===== src/rtl/pll_sup_pkg.sv =====
// Shared types and sizing helpers for the PLL lock supervisor.
package pll_sup_pkg;

  typedef enum logic [2:0] {
    ST_PLL_RST  = 3'd0,
    ST_ACQUIRE  = 3'd1,
    ST_FILTER   = 3'd2,
    ST_RELEASE  = 3'd3,
    ST_RUN      = 3'd4
  } pll_sup_state_t;

  // Bits needed to hold values 0..max_val (never less than one bit).
  function automatic int unsigned cnt_width(input int unsigned max_val);
    return (max_val < 2) ? 1 : $clog2(max_val + 1);
  endfunction

  function automatic int unsigned max3(input int unsigned a, input int unsigned b,
                                       input int unsigned c);
    int unsigned m;
    m = (a > b) ? a : b;
    return (m > c) ? m : c;
  endfunction

endpackage


===== src/rtl/sync_ff.sv =====
// Generic multi-flop bit synchroniser with asynchronous active-low clear.
module sync_ff #(
  parameter int unsigned STAGES = 2
) (
  input  logic clk,
  input  logic rst_n,
  input  logic d,
  output logic q
);

  logic [STAGES-1:0] sync_q;

  // Shift chain; the last flop is the synchronised output.
  always_ff @(posedge clk or negedge rst_n) begin
    if (!rst_n) sync_q <= '0;
    else        sync_q <= {sync_q[STAGES-2:0], d};
  end

  assign q = sync_q[STAGES-1];

endmodule


===== src/rtl/pll_lock_supervisor.sv =====
// PLL bring-up / lock supervisor: pulses PLL reset, filters lock, staggers
// domain reset release and recovers from lock loss.
module pll_lock_supervisor
  import pll_sup_pkg::*;
#(
  parameter int unsigned SYNC_STAGES      = 2,
  parameter int unsigned PLL_RESET_CYCLES = 16,
  parameter int unsigned ACQ_TIMEOUT      = 65536,
  parameter int unsigned LOCK_FILTER      = 1024,
  parameter int unsigned N_DOMAINS        = 2,
  parameter int unsigned STAGGER          = 8,
  parameter int unsigned CNT_W            = 8
) (
  input  logic                 clock_in,
  input  logic                 reset_n,
  input  logic                 pll_lock_raw,
  input  logic                 force_relock,
  input  logic                 clear_stats,
  output logic                 pll_resetb,
  output logic [N_DOMAINS-1:0] domain_rst_n,
  output logic                 ready,
  output logic                 lock_lost,
  output logic [CNT_W-1:0]     loss_count,
  output logic [CNT_W-1:0]     timeout_count,
  output logic [2:0]           state
);

  localparam int unsigned ACQ_TW  = cnt_width(ACQ_TIMEOUT - 1);
  localparam int unsigned AUX_MAX = max3(PLL_RESET_CYCLES - 1, LOCK_FILTER, STAGGER - 1);
  localparam int unsigned AUX_W   = cnt_width(AUX_MAX);

  pll_sup_state_t       state_q, state_n;
  logic [AUX_W-1:0]     aux_q, aux_n;      // reset length, filter count or stagger gap
  logic [ACQ_TW-1:0]    timer_q, timer_n;  // acquisition timer, runs in ACQUIRE and FILTER
  logic [N_DOMAINS-1:0] dom_n;
  logic [N_DOMAINS:0]   dom_ext;
  logic                 ready_n, lock_lost_n, pll_resetb_n;
  logic [CNT_W-1:0]     loss_n, tmo_n;
  logic                 loss_evt, tmo_evt;
  logic                 lock_gated, lock_s;

  // A lock seen while the PLL is held in reset is stale, so it is masked
  // before entering the synchroniser.
  assign lock_gated = pll_lock_raw & pll_resetb;

  sync_ff #(.STAGES(SYNC_STAGES)) u_lock_sync (
    .clk   (clock_in),
    .rst_n (reset_n),
    .d     (lock_gated),
    .q     (lock_s)
  );

  // Next-state, counter and registered-output computation.
  always_comb begin
    state_n     = state_q;
    aux_n       = aux_q;
    timer_n     = timer_q;
    dom_n       = domain_rst_n;
    ready_n     = ready;
    lock_lost_n = clear_stats ? 1'b0 : lock_lost;
    loss_n      = clear_stats ? '0 : loss_count;
    tmo_n       = clear_stats ? '0 : timeout_count;
    loss_evt    = 1'b0;
    tmo_evt     = 1'b0;
    dom_ext     = {domain_rst_n, 1'b1};

    if (force_relock) begin
      state_n = ST_PLL_RST;
      aux_n   = AUX_W'(PLL_RESET_CYCLES - 1);
      dom_n   = '0;
      ready_n = 1'b0;
    end else begin
      unique case (state_q)
        ST_PLL_RST: begin
          if (aux_q == '0) begin
            state_n = ST_ACQUIRE;
            timer_n = '0;
          end else begin
            aux_n = aux_q - AUX_W'(1);
          end
        end
        ST_ACQUIRE: begin
          if (timer_q == ACQ_TW'(ACQ_TIMEOUT - 1)) begin
            tmo_evt = 1'b1;
          end else begin
            timer_n = timer_q + ACQ_TW'(1);
            if (lock_s) begin
              state_n = ST_FILTER;
              aux_n   = AUX_W'(1);
            end
          end
        end
        ST_FILTER: begin
          if (timer_q == ACQ_TW'(ACQ_TIMEOUT - 1)) begin
            tmo_evt = 1'b1;
          end else begin
            timer_n = timer_q + ACQ_TW'(1);
            if (!lock_s) begin
              state_n = ST_ACQUIRE;
            end else if (aux_q == AUX_W'(LOCK_FILTER)) begin
              dom_n   = N_DOMAINS'(1);
              aux_n   = AUX_W'(STAGGER - 1);
              state_n = (&dom_n) ? ST_RUN : ST_RELEASE;
              ready_n = &dom_n;
            end else begin
              aux_n = aux_q + AUX_W'(1);
            end
          end
        end
        ST_RELEASE: begin
          if (!lock_s) begin
            loss_evt = 1'b1;
          end else if (aux_q == '0) begin
            dom_n   = dom_ext[N_DOMAINS-1:0];
            aux_n   = AUX_W'(STAGGER - 1);
            state_n = (&dom_n) ? ST_RUN : ST_RELEASE;
            ready_n = &dom_n;
          end else begin
            aux_n = aux_q - AUX_W'(1);
          end
        end
        ST_RUN: begin
          if (!lock_s) loss_evt = 1'b1;
        end
        default: begin
          state_n = ST_PLL_RST;
          aux_n   = AUX_W'(PLL_RESET_CYCLES - 1);
          dom_n   = '0;
          ready_n = 1'b0;
        end
      endcase
    end

    if (loss_evt || tmo_evt) begin
      state_n = ST_PLL_RST;
      aux_n   = AUX_W'(PLL_RESET_CYCLES - 1);
      dom_n   = '0;
      ready_n = 1'b0;
    end
    if (loss_evt) begin
      lock_lost_n = 1'b1;
      loss_n      = (loss_n == '1) ? loss_n : loss_n + CNT_W'(1);
    end
    if (tmo_evt) begin
      tmo_n = (tmo_n == '1) ? tmo_n : tmo_n + CNT_W'(1);
    end

    pll_resetb_n = (state_n != ST_PLL_RST);
  end

  // State, counters and all outputs are registered.
  always_ff @(posedge clock_in or negedge reset_n) begin
    if (!reset_n) begin
      state_q       <= ST_PLL_RST;
      aux_q         <= AUX_W'(PLL_RESET_CYCLES - 1);
      timer_q       <= '0;
      pll_resetb    <= 1'b0;
      domain_rst_n  <= '0;
      ready         <= 1'b0;
      lock_lost     <= 1'b0;
      loss_count    <= '0;
      timeout_count <= '0;
    end else begin
      state_q       <= state_n;
      aux_q         <= aux_n;
      timer_q       <= timer_n;
      pll_resetb    <= pll_resetb_n;
      domain_rst_n  <= dom_n;
      ready         <= ready_n;
      lock_lost     <= lock_lost_n;
      loss_count    <= loss_n;
      timeout_count <= tmo_n;
    end
  end

  assign state = state_q;

endmodule


===== config.mk =====
export PLATFORM = sky130hd
export DESIGN_NAME = pll_lock_supervisor
export DESIGN_NICKNAME = d
export VERILOG_FILES = /design/src/rtl/pll_sup_pkg.sv /design/src/rtl/sync_ff.sv /design/src/rtl/pll_lock_supervisor.sv
export SDC_FILE = /design/constraint.sdc
export NUM_CORES = 1
export LEC_CHECK = 0
export CORE_MARGIN = 4
export CORE_UTILIZATION = 30
export DETAILED_ROUTE_END_ITERATION = 8
export PLACE_DENSITY = 0.5
export SKIP_CTS_REPAIR_TIMING = 1
export SLEW_MARGIN = 20
export SYNTH_ARGS = -nofsm -noshare
export SYNTH_HDL_FRONTEND = slang
export SYNTH_SLANG_ARGS = --single-unit

===== constraint.sdc =====
create_clock -name clock_in -period 3.1 [get_ports clock_in]
set_input_delay 0.62 -clock clock_in [delete_from_list [all_inputs] [get_ports clock_in]]
set_output_delay 0.62 -clock clock_in [all_outputs]
set_load 0.1 [all_outputs]

# Word-level counts from Yosys, hierarchy flattened
# Cells that the tools add are included.
[op_classes] addsub=5 n_bitwise=2 n_eq_ne=20 mux=56 n_reduce_logical=12
[ops] op="two-way mux 11 bit" count=10
[ops] op="one-hot mux 11 bit (5 select lines)" count=1
[ops] op="two-way mux 8 bit" count=6
[ops] op="two-way mux 3 bit" count=11
[ops] op="two-way mux 16 bit" count=2
[ops] op="one-hot mux 16 bit (2 select lines)" count=1
[ops] op="!= test 4 bit, second input constant" count=5
[ops] op="adder 16 x 1 -> 16 bit, second input constant" count=1
[ops] op="adder 8 x 1 -> 8 bit, second input constant" count=2
[ops] op="equality test 16 bit, second input constant" count=1
[ops] op="equality test 8 bit, second input constant" count=2
[ops] op="two-way mux 1 bit" count=15
[ops] op="one-hot mux 3 bit (5 select lines)" count=1
[ops] op="two-way mux 2 bit" count=7
[ops] op="!= test 4 x 3 -> 1 bit, second input constant" count=3
[ops] op="adder 11 x 1 -> 11 bit, second input constant" count=1
[ops] op="equality test 11 bit, second input constant" count=1
[ops] op="zero test 11 bit" count=1
[ops] op="subtractor 11 x 1 -> 11 bit, second input constant" count=1
[ops] op="AND reduction 7 bit" count=1
[ops] op="equality test 3 x 2 -> 1 bit, second input constant" count=2
[ops] op="one-hot mux 2 bit (3 select lines)" count=1
[ops] op="AND reduction 6 bit" count=1
[ops] op="!= test 2 bit, second input constant" count=2
[ops] op="14 further kinds" count=16
[totals] in_bits=5 ff_bits=53 out_inout_bits=24

# Logic depth before layout (Yosys ltp)
# Gate-level depths: netlist of the first run.
[depth] ltp_word=8 depth_mapped=10 ltp_nobuf=9

# Cells and area by module
# Synthesis of the first run repeated with hierarchy kept, for this count alone.
[unflattened] hier_cells=425 area_unflattened_um2=3590.9
[by_module_without_submodules] mod="pll_lock_supervisor" cells_per_inst=423 n_inst=1 area_per_inst_um2=3540.9 seq_area_each_um2=1281.2
[by_module_without_submodules] mod="sync_ff" cells_per_inst=2 n_inst=1 area_per_inst_um2=50.0 seq_area_each_um2=50.0

# Worst setup path after synthesis of the first run
# Ideal clock, no wire load.
[synth_timing] path_kind="register to register" from="register state_q[0], in the netlist state[0]" to="register timer_q[13]" setup_slack_ps=251 t_arrival_ps=2771 path_buffers=0 path_stages_with_launch=7 path_cell_list="dfrtp_1 -> nor2_1 -> or4_4 -> o21a_1 -> or3_4 -> or3_1 -> a21oi_1"
[synth_between] elab_chain_len=4 elab_cells_between_ends=9 cone_classes="eq/ne: 4; mux: 1; reduce/logical: 4"
[synth_lines] element="start: declaration" line="pll_lock_supervisor.sv:32" rtl="pll_sup_state_t state_q, state_n;"
[synth_lines] element="start signal: assignment" line="pll_lock_supervisor.sv:164" rtl="state_q <= state_n;"
[synth_lines] element="equality test 3 x 2 -> 1 bit / equality test 3 x 1 -> 1 bit (equally long branches)" line="pll_lock_supervisor.sv:73" rtl="unique case (state_q)"
[synth_lines] element="OR reduction 2 bit (no source line)"
[synth_lines] element="!= test 2 bit (no source line) / nonzero test 2 bit (equally long branches)"
[synth_lines] element="AND reduction 4 bit (no source line)"
[synth_lines] element="end signal: assignment" line="pll_lock_supervisor.sv:166" rtl="timer_q <= timer_n;"
[synth_lines] element="end: declaration" line="pll_lock_supervisor.sv:34" rtl="logic [ACQ_TW-1:0] timer_q, timer_n;"
# Several ways; a longest one is shown, not always the timed one.
# A chain may end at the register's enable or synchronous reset.

# Worst setup path in the final report of the first run
[layout_timing] from="register aux_q[0]" to="register aux_q[6]"
[layout_between] elab_chain_len=7 elab_cells_between_ends=15 cone_classes="add/sub: 2; eq/ne: 2; mux: 9; reduce/logical: 2"
[layout_lines] element="start: declaration" line="pll_lock_supervisor.sv:33" rtl="logic [AUX_W-1:0] aux_q, aux_n;"
[layout_lines] element="start signal: assignment" line="pll_lock_supervisor.sv:155" rtl="aux_q <= AUX_W'(PLL_RESET_CYCLES - 1);"
[layout_lines] element="start signal: assignment" line="pll_lock_supervisor.sv:165" rtl="aux_q <= aux_n;"
[layout_lines] element="adder 11 x 1 -> 11 bit / equality test 11 bit (equally long branches)" line="pll_lock_supervisor.sv:106, pll_lock_supervisor.sv:100"
[layout_lines] element="two-way mux 11 bit" line="pll_lock_supervisor.sv:100" rtl="end else if (aux_q == AUX_W'(LOCK_FILTER)) begin"
[layout_lines] element="two-way mux 11 bit" line="pll_lock_supervisor.sv:98" rtl="if (!lock_s) begin"
[layout_lines] element="two-way mux 11 bit" line="pll_lock_supervisor.sv:94" rtl="if (timer_q == ACQ_TW'(ACQ_TIMEOUT - 1)) begin"
[layout_lines] element="one-hot mux 11 bit (5 select lines)" line="pll_lock_supervisor.sv:73"
[layout_lines] element="two-way mux 11 bit" line="pll_lock_supervisor.sv:67" rtl="if (force_relock) begin"
[layout_lines] element="two-way mux 11 bit" line="pll_lock_supervisor.sv:134" rtl="if (loss_evt || tmo_evt) begin"
# Several ways; a longest one is shown, not always the timed one. The select of a mux whose other input is x is not followed.

==> results.cfg, run 1 <==
[outcome]
status = completed

[logic_synthesis]
synth_fa_ha_area_frac = 0.0187
ys_seq_area_frac = 0.398
synth_flop_cell = dfrtp_1
yosys.area_share.xor_xnor = 0.0550
ys_warn_count = 0
synth_compound_area_frac = 0.194
syn_area_um2 = 3340
syn_nets = 382
synth_seq_cells = 53
synthSimpleGateAreaFrac = 0.276
synth_area_per_cell_um2 = 8.99
synthDistinctLibCells = 70
synth_edf_count = 0
synthMuxAreaShare = 0.0195
synth_top_family_by_area = simple AND/OR/NAND/NOR gates
ys_async_sr_fraction = 1.00
synthCells = 372

[cts]
worst_skew_pair.late_latency_ps = 310
numCtsBuffers = 5
cts.clk_slew.worst_paths_ps = 100
cts.sinks = 53
clockBufferDepth = 2
cts-root-buf = clkbuf_8
cts_tree = yes
htreeDepth = 2

[place]
place_area_um2 = 3810
dp_hpwl_mm = 6.27
gp_congestion = 0.790
io_buffers = 28

[floorplan]
die_w_um = 114
start_util = 0.307
core_um2 = 10900
die_y_um = 114
std_cell_rows = 38
dieArea_um2 = 12900
io_pins = 29

[timing]
hold_slack_ps = 240
slew_violations = 0
fmax_ghz = 0.359
worstMarginPinSlew_ps = 765
period_share = 0.899
fin_tns_setup_ps = 0
period_minus_slack_ps = 2790
hold_viol = 0
rsz0062_at_grt = no
slew_headroom = 0.486
fin_skew_ps = 9.14
setup_viol = 0

[pwr]
power_switching_w = 0.000301
ir_drop_mv = 0.178
power_density_nw_per_um2 = 307
p_leak_nw = 1.66
switching_share = 0.252
power_w = 0.00120
seqPwrFrac = 0.601
p_clk_frac = 0.330
p_comb_frac = 0.069
p_int_w = 0.000895

[cells_and_area]
diodes = 0
areaGrowthSynthToFinish_pct = 16.6
layout.nets = 423
drive_gt1_frac = 0.193
final_area_um2 = 3900
utilization = 0.358

[worst_setup_path]
cp_slowest_cell = nor4_1
critical_path_buf_inv_count = 1
cpLargestDelayFamily = simple AND/OR/NAND/NOR gates
crit_path_cell_trace = inv_1, ha_1, nor4b_4, and4_1, nor2_1, nor4_1, a211oi_4, o21ai_0, o21ai_0
slowest_delay_ps = 670
cp_common_cell = o21ai_0
rr_worst_depth = 9
critPathRequiredTime_ps = 3290
worstSetupPathType = reg -> reg
cp_max_fo = 13
crit_arrival_ps = 2970
end_kind = flip-flop
critPathLaunchType = flip-flop
cp.depth = 9

[detailed_routing]
dr.pass1.iters = 4
post_drt_wl_per_cell_um = 15.1
route.met3.wl_um = 213
wl_met2_mm = 3.95
routed-via-count = 2947
ant_nets = 0
wl_met1_mm = 4.15
drt_iter0_drc = 148
via_per_inst = 5.32
drc_errors = 0
highest-signal-layer = met4
wirelength_mm = 8.36

[job]
maxCapViolCount = 0

[grt]
grt_usage = 0.136
overflow = 0
grt_pass1_vias = 2929
grt_max_degree = 37
antenna_found_initial = 0
grt_pass1_wl_mm = 14.6

[worst_hold_path]
hold_class = in -> async
-- final cells by class --
| class | count | area, um^2 |
|---|---|---|
| inverter | 10 | 37.5 |
| tap | 140 | 175 |
| clock inverter | 2 | 10.0 |
| sequential | 53 | 1330 |
| multi-input combinational | 293 | 1890 |
| fill | 1128 | 6990 |
| timing repair buffer | 50 | 380 |
| clock buffer | 6 | 72.6 |
-- final timing paths --
path / end / startpoint / slack (ps)
setup / recovery: aux_q[6] / aux_q[0] / 310
hold / removal: aux_q[6] / reset_n / 240
setup reg to reg: aux_q[6] / aux_q[0] / 310
hold reg to reg: u_lock_sync.sync_q[1] / u_lock_sync.sync_q[0] / 370
max in group asynchronous: timeout_count[4] / reset_n / 2040
min in group clock_in: u_lock_sync.sync_q[1] / u_lock_sync.sync_q[0] / 370
-- worst register-to-register path, cell delays in order, from the launching register on --
cell,delay [ps]
dfstp_2,400
inv_1,90
ha_1,180
nor4b_4,360
and4_1,300
nor2_1,50
nor4_1,670
a211oi_4,280
o21ai_0,220
o21ai_0,100
-- flip-flops by register name (all words and copies together), names as in the netlist --
| signal | flops |
|---|---|
| timer_q | 16 |
| loss_count | 8 |
| timeout_count | 8 |
| domain_rst_n | 2 |
| aux_q | 11 |
| lock_lost | 1 |
| state | 3 |
| ready | 1 |
| u_lock_sync.sync_q | 2 |
| pll_resetb | 1 |
-- synthesized netlist by cell type, types with 3 or more instances --
cell type,n,area share
dfrtp_1,49,0.37
buf_2,3,0.0045
dfstp_2,4,0.031
nor2_1,38,0.043
and3_1,7,0.013
o221ai_1,3,0.0079
mux2_2,4,0.013
nand2_1,31,0.035
buf_4,3,0.0067
inv_1,10,0.011
nor2b_1,8,0.015
nand2b_1,3,0.0056
nand3_1,14,0.021
clkbuf_1,8,0.0090
ha_1,5,0.019
a211oi_1,7,0.016
o21ai_0,30,0.045
xnor2_1,10,0.026
nor3b_1,3,0.0067
nor3_1,10,0.015
a21oi_1,21,0.031
nor4_1,5,0.0094
a31oi_1,4,0.0075
or3_1,7,0.013
xor2_1,11,0.029
nand4_1,15,0.028
a311oi_1,3,0.0079
-- metrics by stage --
| stage | setup WS [ps] | std cells |
|---|---|---|
| CTS | 177 | 554 |
| finish | 314 | 554 |
| global route | 88.7 | 554 |
| global placement | 43.6 | 546 |
| detailed placement | 28.9 | 546 |
| floorplan | 251 | 372 |
-- cell usage in the layout, fill, tap and decap left out, drive strengths merged, types with 3 or more instances in the layout --
cell type,count
nor2b,8
o221ai,3
nor3,10
dfrtp,49
clkbuf,6
and3,8
nor2,38
xnor2,10
nand2b,3
clkdlybuf4s50,3
dfstp,4
nor3b,3
inv,10
buf,47
nor4,6
a21oi,21
mux2,4
nand2,31
o21ai,32
a311oi,3
a211oi,8
a31oi,4
ha,5
and2,3
xor2,11
nand3,15
nor4b,3
or3,8
o31ai,4
nand4,17
-- power by group through the flow --
stage / logic [W] / clock network [W] / registers (W)
floorplan: 0.0000495 / 0 / 0.000728
CTS: 0.0000848 / 0.000411 / 0.000720
global placement: 0.0000838 / 0 / 0.000733
detailed placement: 0.0000846 / 0 / 0.000733
global route: 0.0000963 / 0.000437 / 0.000722
finish: 0.0000820 / 0.000395 / 0.000719
-- cells by family (layout without fill, tap and decap cells) --
group | Yosys count | in the layout
xor+xnor | 21 | 21
fa+ha+maj | 5 | 5
flops | 53 | 53
mux | 6 | 6
buf+inv | 26 | 68
compound gates | 97 | 97
simple gates | 164 | 164
-- layer usage --
layer,up-vias,global-route usage
met4,0,0.0256
li1,1463,-
met3,5,0.0223
met1,1447,0.191
met2,32,0.221
met5,-,0
Note: power is estimated with default switching activity, not from simulation.
==> run 2, diff against run 1 <==
Settings changed: CELL_PAD_IN_SITES_DETAIL_PLACEMENT set to 1, CELL_PAD_IN_SITES_GLOBAL_PLACEMENT set to 2, PLACE_DENSITY 0.5 to 0.71.
==> run 2 against run 1 <==
Compared with the run above:
- clock skew about the same
- critical endpoint unchanged
- combinational power up 2%
- die area unchanged
- power up 2.5%
==> results.cfg, run 2 (synthesis gave the netlist of run 1 again) <==
[outcome]
status = completed

[floorplan]
core_um2 = 10900
io_pins = 29
start_util = 0.307
dieArea_um2 = 12900
std_cell_rows = 38
die_y_um = 114
die_w_um = 114

[timing]
hold_viol = 0
period_share = 0.889
setup_ws_ps = 344
slew_headroom = 0.534
slew_violations = 0
setup_viol = 0
period_minus_slack_ps = 2760
rsz0062_at_grt = no
fin_skew_ps = 9.46
worstMarginPinSlew_ps = 691
fin_tns_setup_ps = 0
fmax_ghz = 0.363

[grt]
overflow = 0
antenna_found_initial = 0
grt_usage = 0.153
grt_pass1_vias = 3159
grt_use_met1 = 0.207
grt_max_degree = 42
grt_pass1_wl_mm = 16.2
grt.met2_usage = 0.258
top_usage_layer = met2
met3_usage = 0.0244

[worst_setup_path]
r2r_slack_ps = 340
rr_worst_depth = 10
cp_max_fo = 13
r2r-end = aux_q[6]
end_kind = flip-flop
slowest_delay_ps = 590
critPathLaunchType = flip-flop
cp_slowest_cell = nor4_1
critPathRequiredTime_ps = 3300
cp_common_cell = o21ai_0
crit_arrival_ps = 2950
crit_path_cell_trace = inv_1, ha_1, nor4b_4, buf_4, and4_1, nor2_1, nor4_1, a211oi_4, o21ai_0, o21ai_0
regToRegStartpoint = aux_q[0]
worstSetupPathType = reg -> reg

[worst_hold_path]
hold_class = in -> async

[cells_and_area]
diodes = 0
largest_reg_flops = 16
drive_gt1_frac = 0.203
layout.nets = 427
largest_register = timer_q
fillers = 1300
layout_commonest_cell = buf_4
reg_top3 = timer_q x16, aux_q x11
areaGrowthSynthToFinish_pct = 17.8
final_cell_mix = buf_4 (51), dfrtp_1 (49), nor2_1 (38), nand2_1 (31), o21ai_0 (30)

[cts]
htreeDepth = 2
cts_tree = yes
cts.sinks = 53
worst_skew_pair.late_latency_ps = 320
clockBufferDepth = 2
cts-root-buf = clkbuf_8
cts.clk_slew.worst_paths_ps = 110
numCtsBuffers = 5

[job]
maxCapViolCount = 0

[place]
dp_hpwl_mm = 7.10
place_ws_ps = 30.2
io_buffers = 28
gp_congestion = 0.768

[detailed_routing]
drt_iter0_drc = 120
ant_nets = 0
post_drt_wl_per_cell_um = 16.8
wirelength_mm = 9.39
drc_errors = 0
routed-via-count = 3020
via_per_inst = 5.41
dr.pass1.iters = 4

[pwr]
ir_drop_mv = 0.170
p_leak_nw = 1.67
power_density_nw_per_um2 = 311
run 2: how the worst max path moves through the flow:
stage	startpoint	endpoint	slack [ps]	cells past startpoint
after floorplan	state[0]	timer_q[13]	250	6
after global placement	force_relock	timer_q[12]	60	9
after detailed placement	force_relock	timer_q[12]	30	9
after CTS	timer_q[0]	aux_q[3]	200	8
after global routing	aux_q[0]	aux_q[9]	90	10
final	aux_q[0]	aux_q[6]	340	10
run 2: per-layer routing:
| layer | up-vias | wire length, um |
|---|---|---|
| li1 | 1459 | - |
| met1 | 1526 | 4510 |
| met2 | 29 | 4560 |
| met3 | 6 | 238 |
| met4 | 0 | 81 |
| met5 | - | 0 |
run 2: worst max-delay path, delay by kind of cell (launching register included):
| kind | cells | cell delay [ps] |
|---|---|---|
| fa+ha+maj | 1 | 190 |
| flops | 1 | 400 |
| compound gates | 3 | 600 |
| simple gates | 4 | 1170 |
| buf+inv | 2 | 280 |
run 2: area by class of cell:
type,count,area [um^2],area share
multi-input cells,293,1890,0.480
flip-flops and latches,53,1330,0.338
repair buffers,54,413,0.105
well taps,140,175,0.0445
clock buffers,5,68.8,0.0175
inverters,10,37.5,0.00953
clock inverters,3,21.3,0.00540
run 2: metrics by stage:
stage / utilization / instance area, um^2 / std cells / power, W / hold slack, ps
CTS: 0.361 / 3930 / 558 / 0.00125 / 370
global route: 0.362 / 3940 / 558 / 0.00129 / 317
global placement: 0.353 / 3840 / 550 / 0.000818 / 341
detailed placement: 0.353 / 3840 / 550 / 0.000819 / 347
finish: 0.362 / 3940 / 558 / 0.00123 / 264
floorplan: - / 3340 / 372 / 0.000777 / 324
run 2: report_power, final:
part / total [W] / internal [W] / leakage, nW / switching [W]
clock network: 0.000422 / 0.000161 / 0.0445 / 0.000261
registers: 0.000720 / 0.000705 / 0.711 / 0.0000152
logic: 0.0000840 / 0.0000337 / 0.919 / 0.0000503
==> RTL edit, RTL diff (config.mk and constraints of run 1) <==
The parameter `LOCK_FILTER` goes from 1024 to 512.
--- a/src/rtl/pll_lock_supervisor.sv
+++ b/src/rtl/pll_lock_supervisor.sv
@@ -6,7 +6,7 @@
   parameter int unsigned SYNC_STAGES      = 2,
   parameter int unsigned PLL_RESET_CYCLES = 16,
   parameter int unsigned ACQ_TIMEOUT      = 65536,
-  parameter int unsigned LOCK_FILTER      = 1024,
+  parameter int unsigned LOCK_FILTER      = 512,
   parameter int unsigned N_DOMAINS        = 2,
   parameter int unsigned STAGGER          = 8,
   parameter int unsigned CNT_W            = 8
Function: same outputs for any inputs over 10 cycles, from zero or initial values and one cycle with reset_n low; that may be too few to reach the edited logic, so the function may still have changed.
==> RTL edit against run 1 <==
  * Worst hold slack gained 0.10 ns
  * Worst setup slack lost 0.0061 ns
  * Clock power grew 50%
  * Total power grew 14%
  * Final cell count grew 0.90%
  * Wire length grew 11%
  * Final area grew 3.7%
  * Global-route usage grew 1.2 points
  * Sequential cell count shrank 1
  * Via count grew 5.7%
  * Synthesized area grew 5.9%
  * Non-clock buffer count shrank 8
==> RTL edit: results (changes against run 1) <==
| Metric | Value |
|---|---|
| Status | completed |
| Largest net degree at the start of global routing | 28 (-24%) |
| Skew-Pair Late Insertion Delay | 0.30 ns |
| YS warnings | 0 (unchanged) |
| RD Place Congestion | 0.835 (+5.7%) |
| Iter 0 DRT Violations | 144 (-2.7%) |
| R2R Setup Slk | 0.31 ns |
| Sw frac | 24.4% (-0.74 points) |
| Diode count | 0 (unchanged) |
| Top cells by area, synth | dfrtp_1, nand2_1, dfstp_2 |
| Post-synthesis sequential area ratio | 36.9% (-2.9 points) |
| Pre-Repair DR Iteration Count | 4 (unchanged) |
| Worst slew margin | 22.2% (-26 points) |
| Nets@finish | 425 (+0.47%) |
| Num CTS Buffers | 5 (unchanged) |
| Total GRT Usage | 14.7% (+1.2 points) |
| Hold Slack | 0.343 ns (+0.102 ns) |
| Post-Syn Nets | 399 (+4.5%) |
| First-pass GRT wire length | 16.1 mm (+10%) |
| Share of cells above drive strength 1 | 19.5% (+0.15 points) |
| Top flop regs | timer_q x16, aux_q x10 |
| CP max stage delay | 0.98 ns (+0.31 ns) |
| CTS Root Cell | clkbuf_16 |
| Clock tree buffer depth | 2 (unchanged) |
| Detailed Place HPWL | 6.59 mm (+5.1%) |
| IO buf count | 28 (unchanged) |
| Synth cell types | 73 (+4.3%) |
| Cells on worst reg2reg path | 7 (-2) |
| H-tree levels | 2 (unchanged) |
| Reg clk slew, reported paths | 0.07 ns (-0.03 ns) |
| Fin Clk Skew | 0.00737 ns (-0.00177 ns) |
| Worst vdd ir | 0.000179 V (+0.31%) |
| WP data arrival | 3.02 ns (+0.05 ns) |
| Initial antenna violation count | 0 (unchanged) |
| Worst r2r dst | aux_q[3]$_DFFE_PN1P_ |
| Async SR Flop Fraction | 100% (unchanged) |
| Post-synth top cells | dfrtp_1, nand2_1, nor2_1, o21ai_0, nor3_1 |
| Per-cell routed wire length | 16.5 um (+9.5%) |
| FILL cells | 1156 (+2.5%) |
| Worst-path fanout max | 9 (-4) |
| Slowest CP cell | a2111oi_2 |
| Hold Path Class | input port to async pin |
| Routed vias | 3114 (+5.7%) |
| Cell leakage power | 0.00170 uW (+2.4%) |
| R2R Path Start | aux_q[0]$_DFFE_PN1P_ |
-- RTL edit: changes by cell type after synthesis, moves of 6 or more --
cell | run 1 | this run
a211oi_1 | 7 | 1
nor3_1 | 10 | 18
buf_2 | 3 | 9
o21ai_0 | 30 | 19
o21ai_1 | 1 | 7
a21oi_1 | 21 | 10
nor2_1 | 38 | 26
o31ai_1 | 2 | 12
and2_1 | 2 | 8
xor2_1 | 11 | 4
-- RTL edit: final cells by class --
type	count	area share, %
clock buffers	6	3.44
clock inverters	2	0.371
inverters	12	1.11
multi-input cells	302	50.1
flip-flops and latches	52	32.3
well taps	143	4.43
repair buffers	42	8.23
-- RTL edit: critical path, delay by kind of cell, from the launching register on --
kind,cells,cell delay (ns)
and+or+nand+nor,2,0.46
buffers and inverters,1,0.07
AOI/OAI and AO/OA,3,1.36
DFF,1,0.59
adders and majority gates,1,0.25
-- RTL edit: kinds of logic after synthesis --
| family | Yosys count | synth area share [%] |
|---|---|---|
| buffers and inverters | 35 | 5.93 |
| multiplexers | 7 | 2.05 |
| AND/OR/NAND/NOR | 172 | 27.7 |
| AO/OA/AOI/OAI | 104 | 22.2 |
| XOR/XNOR | 14 | 3.46 |
| flip-flops | 52 | 36.9 |
| adder cells (fa/ha/maj) | 5 | 1.77 |
-- RTL edit: metrics by stage --
stage	cell area (um2)	cells	setup WS (ns)
5_1_grt	4040	559	0.172
6_report	4040	559	0.307
4_1_cts	4040	559	0.368
3_5_place_dp	3890	551	0.292
3_3_place_gp	3890	551	0.291
2_1_floorplan	3540	389	0.388
-- RTL edit: worst max-delay path by stage --
stage	from	depth (start not counted)	endpoint
2_1_floorplan	state[0]$_DFF_PN0_	6	aux_q[3]$_DFFE_PN1P_
3_3_place_gp	clear_stats	7	timeout_count[7]$_DFF_PN0_
3_5_place_dp	clear_stats	7	timeout_count[7]$_DFF_PN0_
4_1_cts	aux_q[0]$_DFFE_PN1P_	7	aux_q[3]$_DFFE_PN1P_
5_1_grt	aux_q[0]$_DFFE_PN1P_	7	aux_q[3]$_DFFE_PN1P_
6_report	aux_q[0]$_DFFE_PN1P_	7	aux_q[3]$_DFFE_PN1P_
-- RTL edit: routing by layer --
metal / share of wire, % / vias up / GRT usage, %
met3: 3.4 / 7 / 2.23
li1: - / 1504 / -
met4: 1.2 / 0 / 4.28
met5: 0 / - / 0
met2: 47 / 74 / 23.7
met1: 49 / 1529 / 20.6
-- RTL edit: power groups by stage --
| stage | logic [uW] | clock network (uW) | registers (uW) |
|---|---|---|---|
| floorplan | 43.9 | 0 | 709 |
| global placement | 86.7 | 0 | 705 |
| detailed placement | 86.3 | 0 | 706 |
| CTS | 86.6 | 614 | 693 |
| global route | 94.6 | 636 | 694 |
| finish | 84.8 | 591 | 693 |
